[src/rtl/seg7_pkg.sv]
// Shared constants and types for the seven-segment scan driver.
// Segment patterns are active-low, bit order {g,f,e,d,c,b,a}.
package seg7_pkg;

    localparam logic [6:0] SEG_0    = 7'h40;
    localparam logic [6:0] SEG_1    = 7'h79;
    localparam logic [6:0] SEG_2    = 7'h24;
    localparam logic [6:0] SEG_3    = 7'h30;
    localparam logic [6:0] SEG_4    = 7'h19;
    localparam logic [6:0] SEG_5    = 7'h12;
    localparam logic [6:0] SEG_6    = 7'h02;
    localparam logic [6:0] SEG_7    = 7'h78;
    localparam logic [6:0] SEG_8    = 7'h00;
    localparam logic [6:0] SEG_9    = 7'h10;
    localparam logic [6:0] SEG_DASH = 7'h3F;
    localparam logic [6:0] SEG_OFF  = 7'h7F;

    // DEAD: all anodes off at the start of a slot; ON: selected digit lit.
    typedef enum logic {
        DEAD = 1'b0,
        ON   = 1'b1
    } state_e;

endpackage

[src/rtl/seg7_scan_driver_if.sv]
// Load side (packed BCD word + strobe) and display side (anodes, segments,
// frame tick) of the scan driver. The driver uses the slave modport.
interface seg7_scan_driver_if;

    logic        bcd_valid;
    logic [15:0] bcd_in;
    logic [3:0]  an;
    logic [6:0]  seg;
    logic        frame_tick;

    modport master (
        output bcd_valid,
        output bcd_in,
        input  an,
        input  seg,
        input  frame_tick
    );

    modport slave (
        input  bcd_valid,
        input  bcd_in,
        output an,
        output seg,
        output frame_tick
    );

endinterface

[src/rtl/bcd_to_seg7.sv]
// Combinational BCD nibble to active-low seven-segment decoder.
// Nibbles above 9 show a dash.
module bcd_to_seg7
    import seg7_pkg::*;
(
    input  logic [3:0] nibble_i,
    output logic [6:0] seg_o
);

    // Map one nibble to its segment pattern.
    always_comb begin
        case (nibble_i)
            4'd0:    seg_o = SEG_0;
            4'd1:    seg_o = SEG_1;
            4'd2:    seg_o = SEG_2;
            4'd3:    seg_o = SEG_3;
            4'd4:    seg_o = SEG_4;
            4'd5:    seg_o = SEG_5;
            4'd6:    seg_o = SEG_6;
            4'd7:    seg_o = SEG_7;
            4'd8:    seg_o = SEG_8;
            4'd9:    seg_o = SEG_9;
            default: seg_o = SEG_DASH;
        endcase
    end

endmodule

[src/rtl/seg7_scan_driver.sv]
// Time-multiplexed 4-digit common-anode seven-segment scan driver.
// Each digit slot lasts SCAN_DIV cycles, the first DEAD_CYC of which keep
// all anodes off. New values are committed only at frame boundaries.
// Optional build macro: LEADING_ZERO_BLANK_EN blanks leading zero digits.
module seg7_scan_driver
    import seg7_pkg::*;
#(
    parameter int SCAN_DIV = 50000,
    parameter int DEAD_CYC = 500
) (
    input  logic             clk,
    input  logic             rst_n,
    seg7_scan_driver_if.slave bus
);

    localparam int              CW       = $clog2(SCAN_DIV);
    localparam logic [CW-1:0]   CNT_MAX  = CW'(SCAN_DIV - 1);
    localparam logic [CW-1:0]   DEAD_LIM = CW'(DEAD_CYC);

    logic [CW-1:0] cnt_q, cnt_d;
    logic [1:0]    dig_q, dig_d;
    logic [15:0]   pend_val_q, pend_val_d;
    logic          pend_q, pend_d;
    logic [15:0]   disp_q, disp_d;
    state_e        state_q, state_d;
    logic [3:0]    an_q, an_d;
    logic [6:0]    seg_q, seg_d;
    logic          frame_tick_q, frame_tick_d;

    logic          slot_end;
    logic          boundary;
    logic [3:0]    blank;
    logic [3:0]    nibble_sel;
    logic [6:0]    dec_seg;

    // Prescaler, digit index and the pending/display commit logic.
    always_comb begin
        // NOTE: every combinational output gets a default first, so no path
        // leaves a signal unassigned and no latch is inferred.
        cnt_d      = cnt_q + 1'b1;
        dig_d      = dig_q;
        pend_val_d = pend_val_q;
        pend_d     = pend_q;
        disp_d     = disp_q;

        slot_end = (cnt_q == CNT_MAX);
        boundary = slot_end && (dig_q == 2'd3);

        if (slot_end) begin
            cnt_d = '0;
            dig_d = dig_q + 2'd1;
        end

        if (boundary) begin
            // A load landing on the boundary itself bypasses the pending slot.
            if (bus.bcd_valid) begin
                disp_d = bus.bcd_in;
                pend_d = 1'b0;
            end else if (pend_q) begin
                disp_d = pend_val_q;
                pend_d = 1'b0;
            end
        end else if (bus.bcd_valid) begin
            pend_val_d = bus.bcd_in;
            pend_d     = 1'b1;
        end
    end

    // Leading-zero blanking mask, evaluated on the value about to be shown.
`ifdef LEADING_ZERO_BLANK_EN
    always_comb begin
        blank    = 4'b0000;
        blank[3] = (disp_d[15:12] == 4'd0);
        blank[2] = blank[3] && (disp_d[11:8] == 4'd0);
        blank[1] = blank[2] && (disp_d[7:4] == 4'd0);
    end
`else
    assign blank = 4'b0000;
`endif

    assign nibble_sel = disp_d[{dig_d, 2'b00} +: 4];

    bcd_to_seg7 u_dec (
        .nibble_i (nibble_sel),
        .seg_o    (dec_seg)
    );

    // FSM next state and output decode, both taken from next-state counters
    // so the registered outputs line up with cnt/dig without extra lag.
    always_comb begin
        state_d      = state_q;
        an_d         = 4'b1111;
        seg_d        = SEG_OFF;
        frame_tick_d = boundary;

        case (state_q)
            DEAD:    if (cnt_d >= DEAD_LIM) state_d = ON;
            ON:      if (cnt_d <  DEAD_LIM) state_d = DEAD;
            default: state_d = DEAD;
        endcase

        if (state_d == ON && !blank[dig_d]) begin
            an_d  = ~(4'b0001 << dig_d);
            seg_d = dec_seg;
        end
    end

    // State and output registers; reset blanks the display at once.
    always_ff @(posedge clk or negedge rst_n) begin
        if (!rst_n) begin
            cnt_q        <= '0;
            dig_q        <= 2'd0;
            pend_val_q   <= 16'h0000;
            pend_q       <= 1'b0;
            disp_q       <= 16'h0000;
            state_q      <= DEAD;
            an_q         <= 4'b1111;
            seg_q        <= SEG_OFF;
            frame_tick_q <= 1'b0;
        end else begin
            // NOTE: non-blocking assignments make every register sample the
            // pre-edge values, independent of statement order.
            cnt_q        <= cnt_d;
            dig_q        <= dig_d;
            pend_val_q   <= pend_val_d;
            pend_q       <= pend_d;
            disp_q       <= disp_d;
            state_q      <= state_d;
            an_q         <= an_d;
            seg_q        <= seg_d;
            frame_tick_q <= frame_tick_d;
        end
    end

    assign bus.an         = an_q;
    assign bus.seg        = seg_q;
    assign bus.frame_tick = frame_tick_q;

endmodule

[src/flat_wrapper.sv]
// flat-port wrapper written by rule: the top's interface ports become plain ports
module seg7_scan_driver_flat import seg7_pkg::*;
#(
    parameter int SCAN_DIV = 50000,
    parameter int DEAD_CYC = 500
)
  (clk, rst_n, bus_bcd_valid, bus_bcd_in, bus_an, bus_seg, bus_frame_tick);
  seg7_scan_driver_if bus_i ();
  input  logic clk;
  input  logic rst_n;
  input wire logic [$bits(bus_i.bcd_valid)-1:0] bus_bcd_valid;
  input wire logic [$bits(bus_i.bcd_in)-1:0] bus_bcd_in;
  output wire logic [$bits(bus_i.an)-1:0] bus_an;
  output wire logic [$bits(bus_i.seg)-1:0] bus_seg;
  output wire logic [$bits(bus_i.frame_tick)-1:0] bus_frame_tick;
  assign bus_i.bcd_valid = bus_bcd_valid;
  assign bus_i.bcd_in = bus_bcd_in;
  assign bus_an = bus_i.an;
  assign bus_seg = bus_i.seg;
  assign bus_frame_tick = bus_i.frame_tick;
  seg7_scan_driver #(.SCAN_DIV(SCAN_DIV), .DEAD_CYC(DEAD_CYC)) u_core (.clk(clk), .rst_n(rst_n), .bus(bus_i));
endmodule
[config.mk]
export PLATFORM = sky130hd
export DESIGN_NAME = seg7_scan_driver_flat
export DESIGN_NICKNAME = d
export VERILOG_FILES = /design/src/rtl/seg7_pkg.sv /design/src/rtl/seg7_scan_driver_if.sv /design/src/rtl/bcd_to_seg7.sv /design/src/rtl/seg7_scan_driver.sv /design/src/flat_wrapper.sv
export SDC_FILE = /design/constraint.sdc
export NUM_CORES = 1
export LEC_CHECK = 0
export BUFFER_PORTS_ARGS = -buffer_cell sky130_fd_sc_hd__buf_2
export CAP_MARGIN = 30
export CORE_ASPECT_RATIO = 0.6
export CORE_UTILIZATION = 35
export CTS_BUF_LIST = sky130_fd_sc_hd__clkbuf_16
export DETAILED_ROUTE_END_ITERATION = 8
export PLACE_DENSITY = 0.53
export SYNTH_ARGS = -nofsm -noshare
export SYNTH_HDL_FRONTEND = slang
export SYNTH_SLANG_ARGS = --single-unit
[constraint.sdc]
create_clock -name clk -period 3.15 [get_ports clk]
set_input_delay 0.315 -clock clk [delete_from_list [all_inputs] [get_ports clk]]
set_output_delay 0.315 -clock clk [all_outputs]
set_load 0.02 [all_outputs]
---- After elaboration in Yosys (flattened, before gate mapping) ----
Memories as Yosys holds them, arrays and structs flattened.
Index checks and enable logic that the tools add are counted.
word-level totals
  bits in registers ....................... 64
  bits in read-only memories .............. 112
  memories ................................ 1
  bits of input ports ..................... 19
  output and inout bits ................... 12
operators by class
  order comparisons ....................... 3
  add/subtract/negate cells ............... 2
  reduce and logical (&&, ||, !) cells .... 5
  bitwise gates (word level) .............. 3
  shifts and indexed selects .............. 2
  muxes and demuxes ....................... 14
  equal/unequal tests ..................... 2
memory list
  name              depth  width  read ports  clocked after memory_dff  wr ports  line               text
  (name not given)  16     7      1           0                         0         bcd_to_seg7.sv:12  case (nibble_i)
operators with widths
  cell                                                                                   number
  16-bit 2-to-1 mux                                                                      4
  16-bit by 1-bit adder with 16-bit output (second input constant)                       1
  16-bit == test (second input constant)                                                 1
  16-bit by 9-bit greater-or-equal comparator with 1-bit output (second input constant)  1
  16-bit by 9-bit less-than comparator with 1-bit output (second input constant)         1
  16-bit by 5-bit indexed part select with 4-bit output                                  1
  7-bit 2-to-1 mux                                                                       1
  1-bit 2-to-1 mux                                                                       5
  4-bit 2-to-1 mux                                                                       1
  4-bit inverter                                                                         1
  1-bit by 2-bit left shift with 4-bit output (first input constant)                     1
  2-bit by 3-bit less-than comparator with 1-bit output (second input constant)          1
  2-bit by 1-bit adder with 2-bit output (second input constant)                         1
  1-bit binary-select mux with 2-bit select                                              1
  2-bit == test (second input constant)                                                  1
  1-bit logical AND                                                                      2
  2-bit 2-to-1 mux                                                                       1
  1-bit inverter                                                                         2
  1-bit case mux with 2 select lines                                                     1
  2-bit AND reduction                                                                    1
  2-bit nonzero test                                                                     1
  1-bit logical NOT                                                                      1

---- Depth between registers and ports, before layout ----
Gate-level depths: netlist of the first run.
  depth after elaboration ................. 7
  depth in mapped cells ................... 14
  mapped depth without buffers ............ 12

---- Hierarchy ----
Synthesis of the first run repeated with hierarchy kept, for this count alone.
second synthesis, totals
  cells, all modules ...................... 347
  area, all modules ....................... 3483.3 um^2
modules (own cells, without submodules)
  module            cells each  area an instance (um^2)  seq. area each (um^2)  times used
  seg7_scan_driver  314         3278.1                   1590.3                 1
  bcd_to_seg7       33          205.2                    0.0                    1

---- Least setup slack after synthesis of the first run ----
OpenSTA, ideal clock, no wires.
  path kind ............................... register to register
  start point ............................. reg u_core.cnt_q[10]
  end point ............................... reg u_core.seg_q[3] (netlist: u_core.bus.seg[3])
  data arrival time ....................... 3.036 ns
  buffers on the path ..................... 1
  cell stages (with the launch flop) ...... 12
  period minus slack after synthesis ...... 3.117 ns
  setup slack ............................. 0.033 ns
  required time ........................... 3.069 ns
  cell sequence ........................... dfrtp_1 > or4_1 > buf_2 > nor4_4 > mux2i_1 > inv_1 > mux2i_1 > inv_1 > ha_1 > nor3_1 > a21oi_1 > o211ai_1
on the way
  cells in the longest elaborated chain, start to end .. 7
  elaborated cells between the ends (all ways) .. 18
RTL lines
  element                                                    line                     text
  start, declared                                            seg7_scan_driver.sv:20   logic [CW-1:0] cnt_q, cnt_d;
  start signal, assigned                                     seg7_scan_driver.sv:123  cnt_q <= cnt_d;
  16-bit == test (*)                                         seg7_scan_driver.sv:46   slot_end = (cnt_q == CNT_MAX);
  2-bit 2-to-1 mux (*)                                       seg7_scan_driver.sv:49   if (slot_end) begin
  via u_core.dig_d[1]                                        seg7_scan_driver.sv:21   logic [1:0] dig_q, dig_d;
  branches (longest 4 deep; another with memory 16 x 7 bit)  --
  7-bit 2-to-1 mux (*)                                       seg7_scan_driver.sv:102  if (state_d == ON && !blank[dig_d]) begin
  via u_core.seg_d[3]                                        seg7_scan_driver.sv:27   logic [6:0] seg_q, seg_d;
  end signal, assigned                                       seg7_scan_driver.sv:130  seg_q <= seg_d;
  end, declared                                              seg7_scan_driver.sv:27
Mark *: on every way through the listed nets, which the timed path passes. The select of a mux whose other input is x is not followed.
A chain may end at the register's enable or synchronous reset.

---- Final worst setup path of the first run ----
  start point ............................. reg u_core.cnt_q[12]
  end point ............................... reg u_core.seg_q[4] (netlist: u_core.bus.seg[4])
on the way
  cells in the longest elaborated chain, start to end .. 7
  elaborated cells between the ends (all ways) .. 18
RTL lines
  element                                                                         line                                                                     text
  16-bit by 1-bit adder with 16-bit output or 16-bit == test (tied branches)      seg7_scan_driver.sv:40, seg7_scan_driver.sv:46
  16-bit 2-to-1 mux or 2-bit 2-to-1 mux (tied branches)                           seg7_scan_driver.sv:49
  16-bit by 9-bit less-than comparator with 1-bit output (tied with other cells)  seg7_scan_driver.sv:98                                                   ON: if (cnt_d < DEAD_LIM) state_d = DEAD;
  1-bit 2-to-1 mux (on tied branches)                                             seg7_scan_driver.sv:98, seg7_scan_driver.sv:97, seg7_scan_driver.sv:102
  1-bit case mux with 2 select lines or 1-bit logical NOT (tied branches)         seg7_scan_driver.sv:96, seg7_scan_driver.sv:102
  1-bit logical AND                                                               seg7_scan_driver.sv:102
  7-bit 2-to-1 mux (*)                                                            seg7_scan_driver.sv:102
  via u_core.seg_d[4]                                                             seg7_scan_driver.sv:27
Mark *: on every way through the listed nets, which the timed path passes. The rest lies on a longest branch. The select of a mux whose other input is x is not followed.

==> qor.csv, run 1 <==
metric;value;unit
grt_pass1_wl;12600;um
cp-start-kind;register;
synth-seq-cells;63;
dr.first_iter.drc_count;178;
worstSetupPathType;reg2reg;
cts_buffers;9;
r2r-end;u_core.bus.seg[4]$_DFF_PN1_;
antenna_found_initial;0;
dieArea;9590;sq um
drv_cap;0;
cts.sinks;63;
start_util;0.369;
irDropWorstVdd;0.283;mV
grt-ovfl-total;0;
syn-num-nets;327;
fin_setup_tns;0;ps
die_w;126;um
fin_crit_sh;0.964;
yosys.cell_types.count;49;
first_pass_iters;4;
dp.cells;463;
worstSkewPairLatency;330;ps
clk_path_buf_depth;2;
detail-route-antenna-nets;0;
port_buffers;30;
vias_per_cell;5.28;
place_hpwl;5390;um
synth_edf_count;0;
vias;2572;
async_flop_share;1.00;
synth_area;3220;sq um
grt_max_degree;34;
area_delta_synth_final;30.2;%
end_kind;register;
placed_cell_area;3710;sq um
finalSetupViolCount;0;
power_density;445;nW/um^2
synth-warning-count;0;
drc;0;
grt_pass1_vias;2359;
postSynthAreaPerCell;10.7;sq um
rrSetupSlack;110;ps
maxClockFrequency;329;MHz
tightest_slew;786;ps
worstPathRequired;3400;ps
min_path_type;in2async;
finish.instance_area;4190;sq um
final-hold-violation-count;0;
root_buffer;clkbuf_16;
drive_above_1_share;0.389;
rr_worst_depth;10;
wl;7700;um
cp_max_fo;4;
fill_cells;791;
cp.arrival;3290;ps
io-pin-count;31;
core_area;8720;sq um
p_leak;1.74;nW
finalNetCount;396;
grt_usage;0.170;
synthFlopType;dfrtp_1;
path_clk_slew;50;ps
num_antenna_cells;0;
ctsHoldBuffers;0;
wl_per_cell;15.8;um
syn_inst;301;
die_y;76.2;um
outcome;complete, no violations;
final.min_clock_period;3040;ps
slew_headroom;0.476;
cts_htree_levels;3;
rows;26;
r2r_start;u_core.cnt_q[12]$_DFF_PN0_;
cts_tree;done;
gp_congestion;0.839;
finalClockSkew;7.31;ps
slew_viol_final;0;
fin_cells;487;
ys_seq_area_frac;0.495;
==> cell families after synthesis <==
family          count (synthesis)  share of synthesized area
fa+ha+maj                       7                     0.0272
flops                          63                      0.495
simple gates                  114                      0.188
buf+inv                        24                     0.0350
compound gates                 48                      0.113
mux                            32                      0.107
xor+xnor                       13                     0.0354
==> synthesized netlist by cell type (2+ instances only) <==
library cell  number  area share
a31oi_1            2      0.0039
nor3_1             7       0.011
inv_2              2      0.0023
o211ai_1           6       0.014
mux2_2            18       0.063
inv_1              6      0.0070
ha_1               7       0.027
buf_6              2      0.0070
nor4_4             2       0.013
a21oi_1            6      0.0093
nand2_1           27       0.032
and2_1             4      0.0078
nor4_1             2      0.0039
mux2i_1           14       0.044
a211oi_1           4      0.0093
clkbuf_1           8      0.0093
and3_1             2      0.0039
nand4_1            3      0.0058
buf_2              6      0.0093
nand4b_1           2      0.0054
a32oi_1           16       0.044
nand3_1           30       0.047
xnor2_1            7       0.019
o21ai_0            4      0.0062
xor2_1             6       0.016
nor2_1            21       0.025
nor2b_1            3      0.0058
dfstp_2           11       0.090
dfrtp_1           52        0.40
o21ai_1            2      0.0031
==> metal layers <==
metal,global-route usage,share of wire,vias up
li1,-,-,1235
met1,0.266,0.55,1258
met2,0.214,0.39,71
met3,0.0527,0.049,8
met4,0.0578,0.011,0
met5,0,0,-
==> stage by stage <==
stage / util / power [mW] / hold WS [ps] / setup slack [ps]
finish: 0.480 / 1.86 / 71.0 / 112
global route: 0.480 / 1.94 / 126 / -50.9
CTS: 0.458 / 1.89 / 96.2 / 51.1
detailed placement: 0.425 / 0.932 / 447 / -35.0
global placement: 0.425 / 0.931 / 464 / 29.3
floorplan: - / 0.885 / 19.4 / 32.5
==> worst max path at each step <==
stage	start	to	slack, ps	depth (start not counted)
2_1_floorplan	u_core.cnt_q[10]$_DFF_PN0_	u_core.bus.seg[3]$_DFF_PN1_	30	11
3_3_place_gp	u_core.cnt_q[10]$_DFF_PN0_	u_core.bus.seg[3]$_DFF_PN1_	30	11
3_5_place_dp	u_core.cnt_q[10]$_DFF_PN0_	u_core.bus.seg[4]$_DFF_PN1_	-30	9
4_1_cts	u_core.cnt_q[10]$_DFF_PN0_	u_core.bus.seg[3]$_DFF_PN1_	50	11
5_1_grt	u_core.cnt_q[12]$_DFF_PN0_	u_core.bus.seg[3]$_DFF_PN1_	-50	10
6_report	u_core.cnt_q[12]$_DFF_PN0_	u_core.bus.seg[4]$_DFF_PN1_	110	10
==> layout by cell type, fill, tap and decap left out, types with 7 or more instances in the layout <==
master | netlist | final
a32oi_1 | 16 | 16
buf_2 | 6 | 30
buf_4 | 0 | 40
clkbuf_16 | 0 | 9
dfrtp_1 | 52 | 52
dfstp_2 | 11 | 11
mux2_2 | 18 | 17
mux2i_1 | 14 | 10
nand2_1 | 27 | 26
nand3_1 | 30 | 29
nor2_1 | 21 | 21
xnor2_1 | 7 | 7
==> final cells by class <==
class,instances,area (sq um),share of cell area
clock inverters,7,56.3,0.0134
flip-flops and latches,63,1590,0.380
repair buffers,74,504,0.120
multi-input cells,214,1640,0.392
inverters,8,30.0,0.00717
clock buffers,9,225,0.0538
well taps,112,140,0.0335
==> critical path, stage by stage (launching register included) <==
cell and delay (ps):
dfrtp_1 380, or4_4 560, buf_6 150, nor4_4 380
mux2i_2 360, buf_4 180, mux2_4 330, ha_4 170
nor3_4 220, a2111oi_4 50, a41oi_2 170
==> state kept, by name, summed over array words and instances, names as in the netlist <==
name and cells:
u_core.disp_q 16, u_core.pend_q 1, u_core.bus.an 4, u_core.pend_val_q 16, u_core.bus.seg 7, u_core.cnt_q 16
u_core.dig_q 2, u_core.bus.frame_tick 1
==> where the power goes <==
part | total [mW] | switching (mW) | internal, mW
sequential | 0.844 | 0.0122 | 0.832
combinational | 0.0739 | 0.0403 | 0.0336
clock | 0.944 | 0.346 | 0.598
==> timing repair <==
action	in CTS	in global routing
pin swaps	0	8
setup buffers	0	9
setup endpoints to repair	2	5
gates cloned	0	0
resized for setup	2	27
Power figures use the tool's default switching activity.
==> inputs of run 2 (changes only) <==
--- a/config.mk
+++ b/config.mk
@@ -11,7 +11,7 @@
 export CORE_UTILIZATION = 35
 export CTS_BUF_LIST = sky130_fd_sc_hd__clkbuf_16
 export DETAILED_ROUTE_END_ITERATION = 8
-export PLACE_DENSITY = 0.53
+export PLACE_DENSITY_LB_ADDON = 0.08
 export SYNTH_ARGS = -nofsm -noshare
 export SYNTH_HDL_FRONTEND = slang
 export SYNTH_SLANG_ARGS = --single-unit
==> run 2 against run 1 <==
Against the previous run: combinational power up 1%; critical endpoint is now u_core.bus.seg[3]$_DFF_PN1_; die area stayed put; first-iteration DRC count grew 4.5%.
==> qor.csv, run 2 (synthesis results as in run 1) <==
metric;value;unit;change
detail-route-antenna-nets;0;;unchanged
min-delay-start;bus_bcd_in[10];;
fill_cells;826;;+4.4%
min_path_type;in2reg;;
finalSetupViolCount;0;;unchanged
io-pin-count;31;;unchanged
irDropWorstVdd;0.282;mV;-0.50%
reg_top3;u_core.cnt_q x16, u_core.disp_q x16, u_core.pend_val_q x16;;
cp-start-kind;register;;
drive_above_1_share;0.363;;-0.0264
clk_path_buf_depth;2;;unchanged
drv_cap;0;;unchanged
dr.first_iter.drc_count;186;;+4.5%
p_leak;1.71;nW;-1.8%
area_delta_synth_final;27.4;%;
place_hpwl;5570;um;+3.2%
dieArea;9590;sq um;unchanged
cpMostUsedCell;or4_4;;
final_common_cell;dfrtp_1;;
r2r-end;u_core.bus.seg[3]$_DFF_PN1_;;
antenna_found_initial;0;;unchanged
rows;26;;unchanged
grt-ovfl-total;0;;unchanged
maxClockFrequency;328;MHz;-0.44%
vias;2533;;-1.5%
port_buffers;30;;unchanged
num_antenna_cells;0;;unchanged
grt_usage;0.172;;+0.00160
tightest_slew;497;ps;-289 ps
power_density;427;nW/um^2;-3.9%
rrSetupSlack;100;ps;about the same
path_clk_slew;50;ps;about the same
final.min_clock_period;3050;ps;+13.5 ps
die_y;76.2;um;unchanged
whs;237;ps;+166 ps
slowest_stage;or4_4;;
cpPeakStageDelay;610;ps;+50 ps
wl;7870;um;+2.1%
gp_congestion;0.807;;-3.8%
slew_viol_final;0;;unchanged
grt_pass1_vias;2341;;-0.76%
final-hold-violation-count;0;;unchanged
first_pass_iters;4;;unchanged
min_to;u_core.pend_val_q[10]$_DFFE_PN0P_;;
end_kind;register;;
worstSkewPairLatency;320;ps;about the same
cp.arrival;3280;ps;about the same
outcome;complete, no violations;;
vias_per_cell;5.23;;-0.91%
power;1.75;mW;-6.0%
wl_per_cell;16.3;um;+2.7%
cts_tree;done;;
layout_common_cells;dfrtp_1, buf_4, buf_2, nand3_1, nand2_1;;
min_path_cells;2;;
dp.cells;460;;-0.65%
fin_crit_sh;0.969;;+0.00428
cts_buffers;9;;unchanged
post-route-util;0.470;;-0.0105
worstPathRequired;3380;ps;-20 ps
fin_cells;484;;-0.62%
grt_max_degree;36;;+5.9%
drc;0;;unchanged
start_util;0.369;;unchanged
slew_headroom;0.665;;+0.189
rr_worst_depth;11;;+1
core_area;8720;sq um;unchanged
cts_htree_levels;3;;unchanged
crit_chain;or4_4, or4_4, buf_6, nand2_1, nand3_2, mux2i_2, mux2_4, ha_4, nor3_4, a21oi_2, o211ai_1;;
finalNetCount;393;;-0.76%
cp_max_fo;6;;+2
finalClockSkew;6.32;ps;-0.992 ps
grt_pass1_wl;12600;um;+0.39%
die_w;126;um;unchanged
r2r_start;u_core.cnt_q[11]$_DFF_PN0_;;
root_buffer;clkbuf_16;;
cts.sinks;63;;unchanged
worstSetupPathType;reg2reg;;
-- run 2: cell types whose count changed in the layout (fill, tap and decap cells not counted), moves of 2 or more --
| cell | before | now |
|---|---|---|
| clkinv_1 | 1 | 3 |
| clkinv_2 | 3 | 0 |
| nand3_1 | 29 | 27 |
| mux2i_1 | 10 | 12 |
| buf_4 | 40 | 37 |
| a211oi_1 | 0 | 2 |
| inv_1 | 6 | 9 |
| nand3_2 | 1 | 3 |
-- run 2: per-layer routing --
metal | GRT usage | vias up | share of wire
met1 | 0.283 | 1250 | 0.56
li1 | - | 1234 | -
met5 | 0 | - | 0
met3 | 0.0597 | 2 | 0.047
met2 | 0.204 | 47 | 0.39
met4 | 0.0361 | 0 | 0.0027
-- run 2: through the flow --
stage	setup WS [ps]	TNS, ps	cell area (sq um)
after global placement	54.9	0	3680
after floorplan	32.5	0	3220
after CTS	55.7	0	3950
after global routing	-7.04	-9.44	4100
final	98.5	0	4100
after detailed placement	-2.32	-2.32	3680
-- run 2: worst max-delay path by stage --
stage	startpoint	to	slack (ps)	cells after the start
2_1_floorplan	u_core.cnt_q[10]$_DFF_PN0_	u_core.bus.seg[3]$_DFF_PN1_	30	11
3_3_place_gp	u_core.cnt_q[10]$_DFF_PN0_	u_core.bus.seg[3]$_DFF_PN1_	50	11
3_5_place_dp	u_core.cnt_q[10]$_DFF_PN0_	u_core.bus.seg[3]$_DFF_PN1_	-2	10
4_1_cts	u_core.cnt_q[10]$_DFF_PN0_	u_core.bus.seg[3]$_DFF_PN1_	60	11
5_1_grt	u_core.cnt_q[11]$_DFF_PN0_	u_core.bus.seg[3]$_DFF_PN1_	-7	11
6_report	u_core.cnt_q[11]$_DFF_PN0_	u_core.bus.seg[3]$_DFF_PN1_	100	11
-- run 2: what timing repair did --
item / in CTS / in global routing
pin swaps: 1 / 8
setup buffers: 0 / 7
setup endpoints to repair: 2 / 7
gates resized for setup: 2 / 20
hold buffers: 1 / 0
endpoints found under the hold margin: 7 / 0
-- run 2: final cells by class --
cell class,count,area [sq um],share of cell area
multi-input cells,214,1600,0.391
clock inverters,7,26.3,0.00642
repair buffers,71,480,0.117
well taps,112,140,0.0342
inverters,8,30.0,0.00733
flip-flops and latches,63,1590,0.388
clock buffers,9,225,0.0550
-- run 2: worst max-delay path: cells and delay by family, from the launching register on --
family / cells / cell delay [ps]
AOI/OAI and AO/OA: 2 / 250
DFF: 1 / 370
buffers and inverters: 1 / 170
and+or+nand+nor: 5 / 1540
muxes: 2 / 420
adders and majority gates: 1 / 210
-- run 2: power by group --
part	total (mW)	internal, mW	switching (mW)
registers	0.842	0.832	0.0104
logic	0.0749	0.0344	0.0405
clock network	0.832	0.511	0.321
total	1.75	1.38	0.372
==> inputs of run 3 (changes only) <==
--- a/config.mk
+++ b/config.mk
@@ -7,9 +7,11 @@
 export LEC_CHECK = 0
 export BUFFER_PORTS_ARGS = -buffer_cell sky130_fd_sc_hd__buf_2
 export CAP_MARGIN = 30
+export CELL_PAD_IN_SITES_DETAIL_PLACEMENT = 0
+export CELL_PAD_IN_SITES_GLOBAL_PLACEMENT = 1
 export CORE_ASPECT_RATIO = 0.6
 export CORE_UTILIZATION = 35
-export CTS_BUF_LIST = sky130_fd_sc_hd__clkbuf_16
+export CTS_BUF_LIST = sky130_fd_sc_hd__clkbuf_8
 export DETAILED_ROUTE_END_ITERATION = 8
 export PLACE_DENSITY_LB_ADDON = 0.08
 export SYNTH_ARGS = -nofsm -noshare
==> run 3 against run 2 <==
Against the previous run: first-iteration DRC count decreased by 2.7%; sequential power about the same; cell area decreased by 1.1%; power decreased by 9.5%; clock skew decreased by 0.60 ps; critical path depth increased by 2; die area unchanged; register-to-register slack improved by 30 ps; critical path type unchanged; highest routed layer unchanged.
==> qor.csv, run 3 (synthesis results as in run 1) <==
metric;value;unit;change
outcome;complete, no violations;;
cp-start-kind;register;;
p_switching;0.365;mW;-2.0%
core_area;8720;sq um;unchanged
port_buffers;30;;unchanged
maxClockFrequency;331;MHz;+1.0%
gp_congestion;0.811;;+0.46%
dr_wl_met2;2930;um;-3.3%
path_clk_slew;70;ps;+20 ps
cts.sinks;63;;unchanged
worstSkewPairLatency;340;ps;+20 ps
cts_htree_levels;3;;unchanged
layout_common_cells;dfrtp_1, buf_4, buf_2, nand3_1, nand2_1;;
root_buffer;clkbuf_8;;
final.min_clock_period;3020;ps;-30.8 ps
final_common_cell;dfrtp_1;;
dieArea;9590;sq um;unchanged
cp.depth;13;;+2
setup_ws;129;ps;+30.8 ps
grt-ovfl-total;0;;unchanged
first_pass_iters;5;;+1
grt_max_degree;26;;-28%
io-pin-count;31;;unchanged
min_to;u_core.pend_val_q[2]$_DFFE_PN0P_;;
power_density;391;nW/um^2;-8.5%
irDropWorstVdd;0.175;mV;-38%
rr_worst_depth;13;;+2
place_hpwl;5760;um;+3.3%
top_layer;met4;;
wl_met3;494;um;+35%
drive_above_1_share;0.381;;+0.0178
wl_met1;4530;um;+2.0%
finalNetCount;394;;+0.25%
die_w;126;um;unchanged
cp.arrival;3280;ps;about the same
internal-power;1.22;mW;-12%
cts_buffers;9;;unchanged
vias_per_cell;5.20;;-0.64%
min_path_type;in2reg;;
clkPwrFrac;0.421;;-0.055
cp_top_family;simple AND/OR/NAND/NOR gates;;
r2r-end;u_core.bus.seg[5]$_DFF_PN1_;;
rows;26;;unchanged
tightest_slew;615;ps;+117 ps
min_path_cells;2;;unchanged
slew_viol_final;0;;unchanged
drv_cap;0;;unchanged
cts_tree;done;;
cp_num_buf_inv;5;;+4
cpMostUsedCell;buf_4;;
finalClockSkew;5.72;ps;-0.601 ps
area_delta_synth_final;26.0;%;
wl_per_cell;16.6;um;+1.9%
dr.first_iter.drc_count;181;;-2.7%
worstPathRequired;3410;ps;+30 ps
grt_pass1_vias;2361;;+0.85%
start_util;0.369;;unchanged
drc;0;;unchanged
detail-route-antenna-nets;0;;unchanged
seqPwrFrac;0.532;;+0.050
vias;2522;;-0.43%
cp_max_fo;6;;unchanged
grt_pass1_wl;12900;um;+2.1%
rrSetupSlack;130;ps;+30 ps
finalSetupViolCount;0;;unchanged
fin_crit_sh;0.959;;-0.00978
cpPeakStageDelay;570;ps;-40 ps
min-delay-start;bus_bcd_in[2];;
num_antenna_cells;0;;unchanged
r2r_start;u_core.cnt_q[13]$_DFF_PN0_;;
antenna_found_initial;0;;unchanged
reg_top3;u_core.cnt_q x16, u_core.disp_q x16, u_core.pend_val_q x16;;
wl;8030;um;+2.1%
dp_slack;-53.9;ps;-51.6 ps
final-hold-violation-count;0;;unchanged
crit_chain;or4_4, buf_4, nor4_4, buf_4, xnor2_2, inv_2, mux2i_2, mux2_4, buf_4, inv_2, ha_1, mux2i_1, o211ai_1;;
swShare;0.230;;+0.0176
slew_headroom;0.590;;-0.0752
worstSetupPathType;reg2reg;;
post-route-util;0.465;;-0.00517
clk_path_buf_depth;2;;unchanged
die_y;76.2;um;unchanged
grt_usage;0.176;;+0.00452
end_kind;register;;
p_comb_frac;0.047;;+0.004
p_leak;1.70;nW;-0.82%
slowest_stage;or4_4;;
==> run 3: cell types whose count changed in the layout (fill, tap and decap cells not counted), sizes merged <==
cell      change
clkinvlp      +1
inv           -1
clkinv        -1
bufinv        +1
buf           +1
==> run 3: metal layers <==
layer | track usage | up-vias
li1 | - | 1234
met1 | 0.280 | 1213
met2 | 0.211 | 64
met3 | 0.0688 | 11
met4 | 0.0470 | 0
met5 | 0 | -
==> run 3: worst register-to-register path, delay by kind of cell, from the launching register on <==
kind	cells	cell delay (ps)
AND/OR/NAND/NOR	2	760
buffers and inverters	5	720
multiplexers	3	670
flip-flops	1	380
adder cells (fa/ha/maj)	1	200
AO/OA/AOI/OAI	1	100
XOR/XNOR	1	80
==> run 3: power by group through the flow <==
stage	registers [mW]	logic, mW	clock network (mW)
after detailed placement	0.856	0.0767	0
after CTS	0.841	0.0778	0.693
after global placement	0.856	0.0756	0
after floorplan	0.852	0.0333	0
final	0.842	0.0750	0.666
after global routing	0.843	0.0848	0.732
==> run 3: stage by stage <==
stage	area (sq um)	hold slack [ps]	power, mW	cells	setup TNS, ps
after floorplan	3220	19.4	0.885	301	0
after global placement	3680	370	0.932	459	0
after detailed placement	3680	375	0.932	459	-69.6
after CTS	3880	194	1.61	477	0
after global routing	4050	196	1.66	485	-123
final	4050	214	1.58	485	0
==> run 3: repair_timing <==
action                     in CTS  in global routing
hold buffers                    1                  0
pin swaps                       1                  7
setup endpoints to repair       2                  7
hold endpoints to repair        2                  0
buffers inserted                1                  8
gates resized for setup         2                 21
==> run 3: worst max path at each step <==
stage | startpoint | end | slack, ps
after floorplan | u_core.cnt_q[10]$_DFF_PN0_ | u_core.bus.seg[3]$_DFF_PN1_ | 30
after global placement | u_core.cnt_q[10]$_DFF_PN0_ | u_core.bus.seg[4]$_DFF_PN1_ | 20
after detailed placement | u_core.cnt_q[10]$_DFF_PN0_ | u_core.bus.seg[4]$_DFF_PN1_ | -50
after CTS | u_core.cnt_q[10]$_DFF_PN0_ | u_core.bus.seg[3]$_DFF_PN1_ | 40
after global routing | u_core.cnt_q[13]$_DFF_PN0_ | u_core.bus.seg[2]$_DFF_PN1_ | -40
final | u_core.cnt_q[13]$_DFF_PN0_ | u_core.bus.seg[5]$_DFF_PN1_ | 130
==> run 3: cell type report <==
| cell class | count | area (sq um) |
|---|---|---|
| multi-input combinational | 214 | 1620 |
| timing repair buffer | 72 | 484 |
| clock inverter | 7 | 58.8 |
| tap | 112 | 140 |
| fill | 845 | 4670 |
| sequential | 63 | 1590 |
| clock buffer | 9 | 124 |
| inverter | 8 | 30.0 |
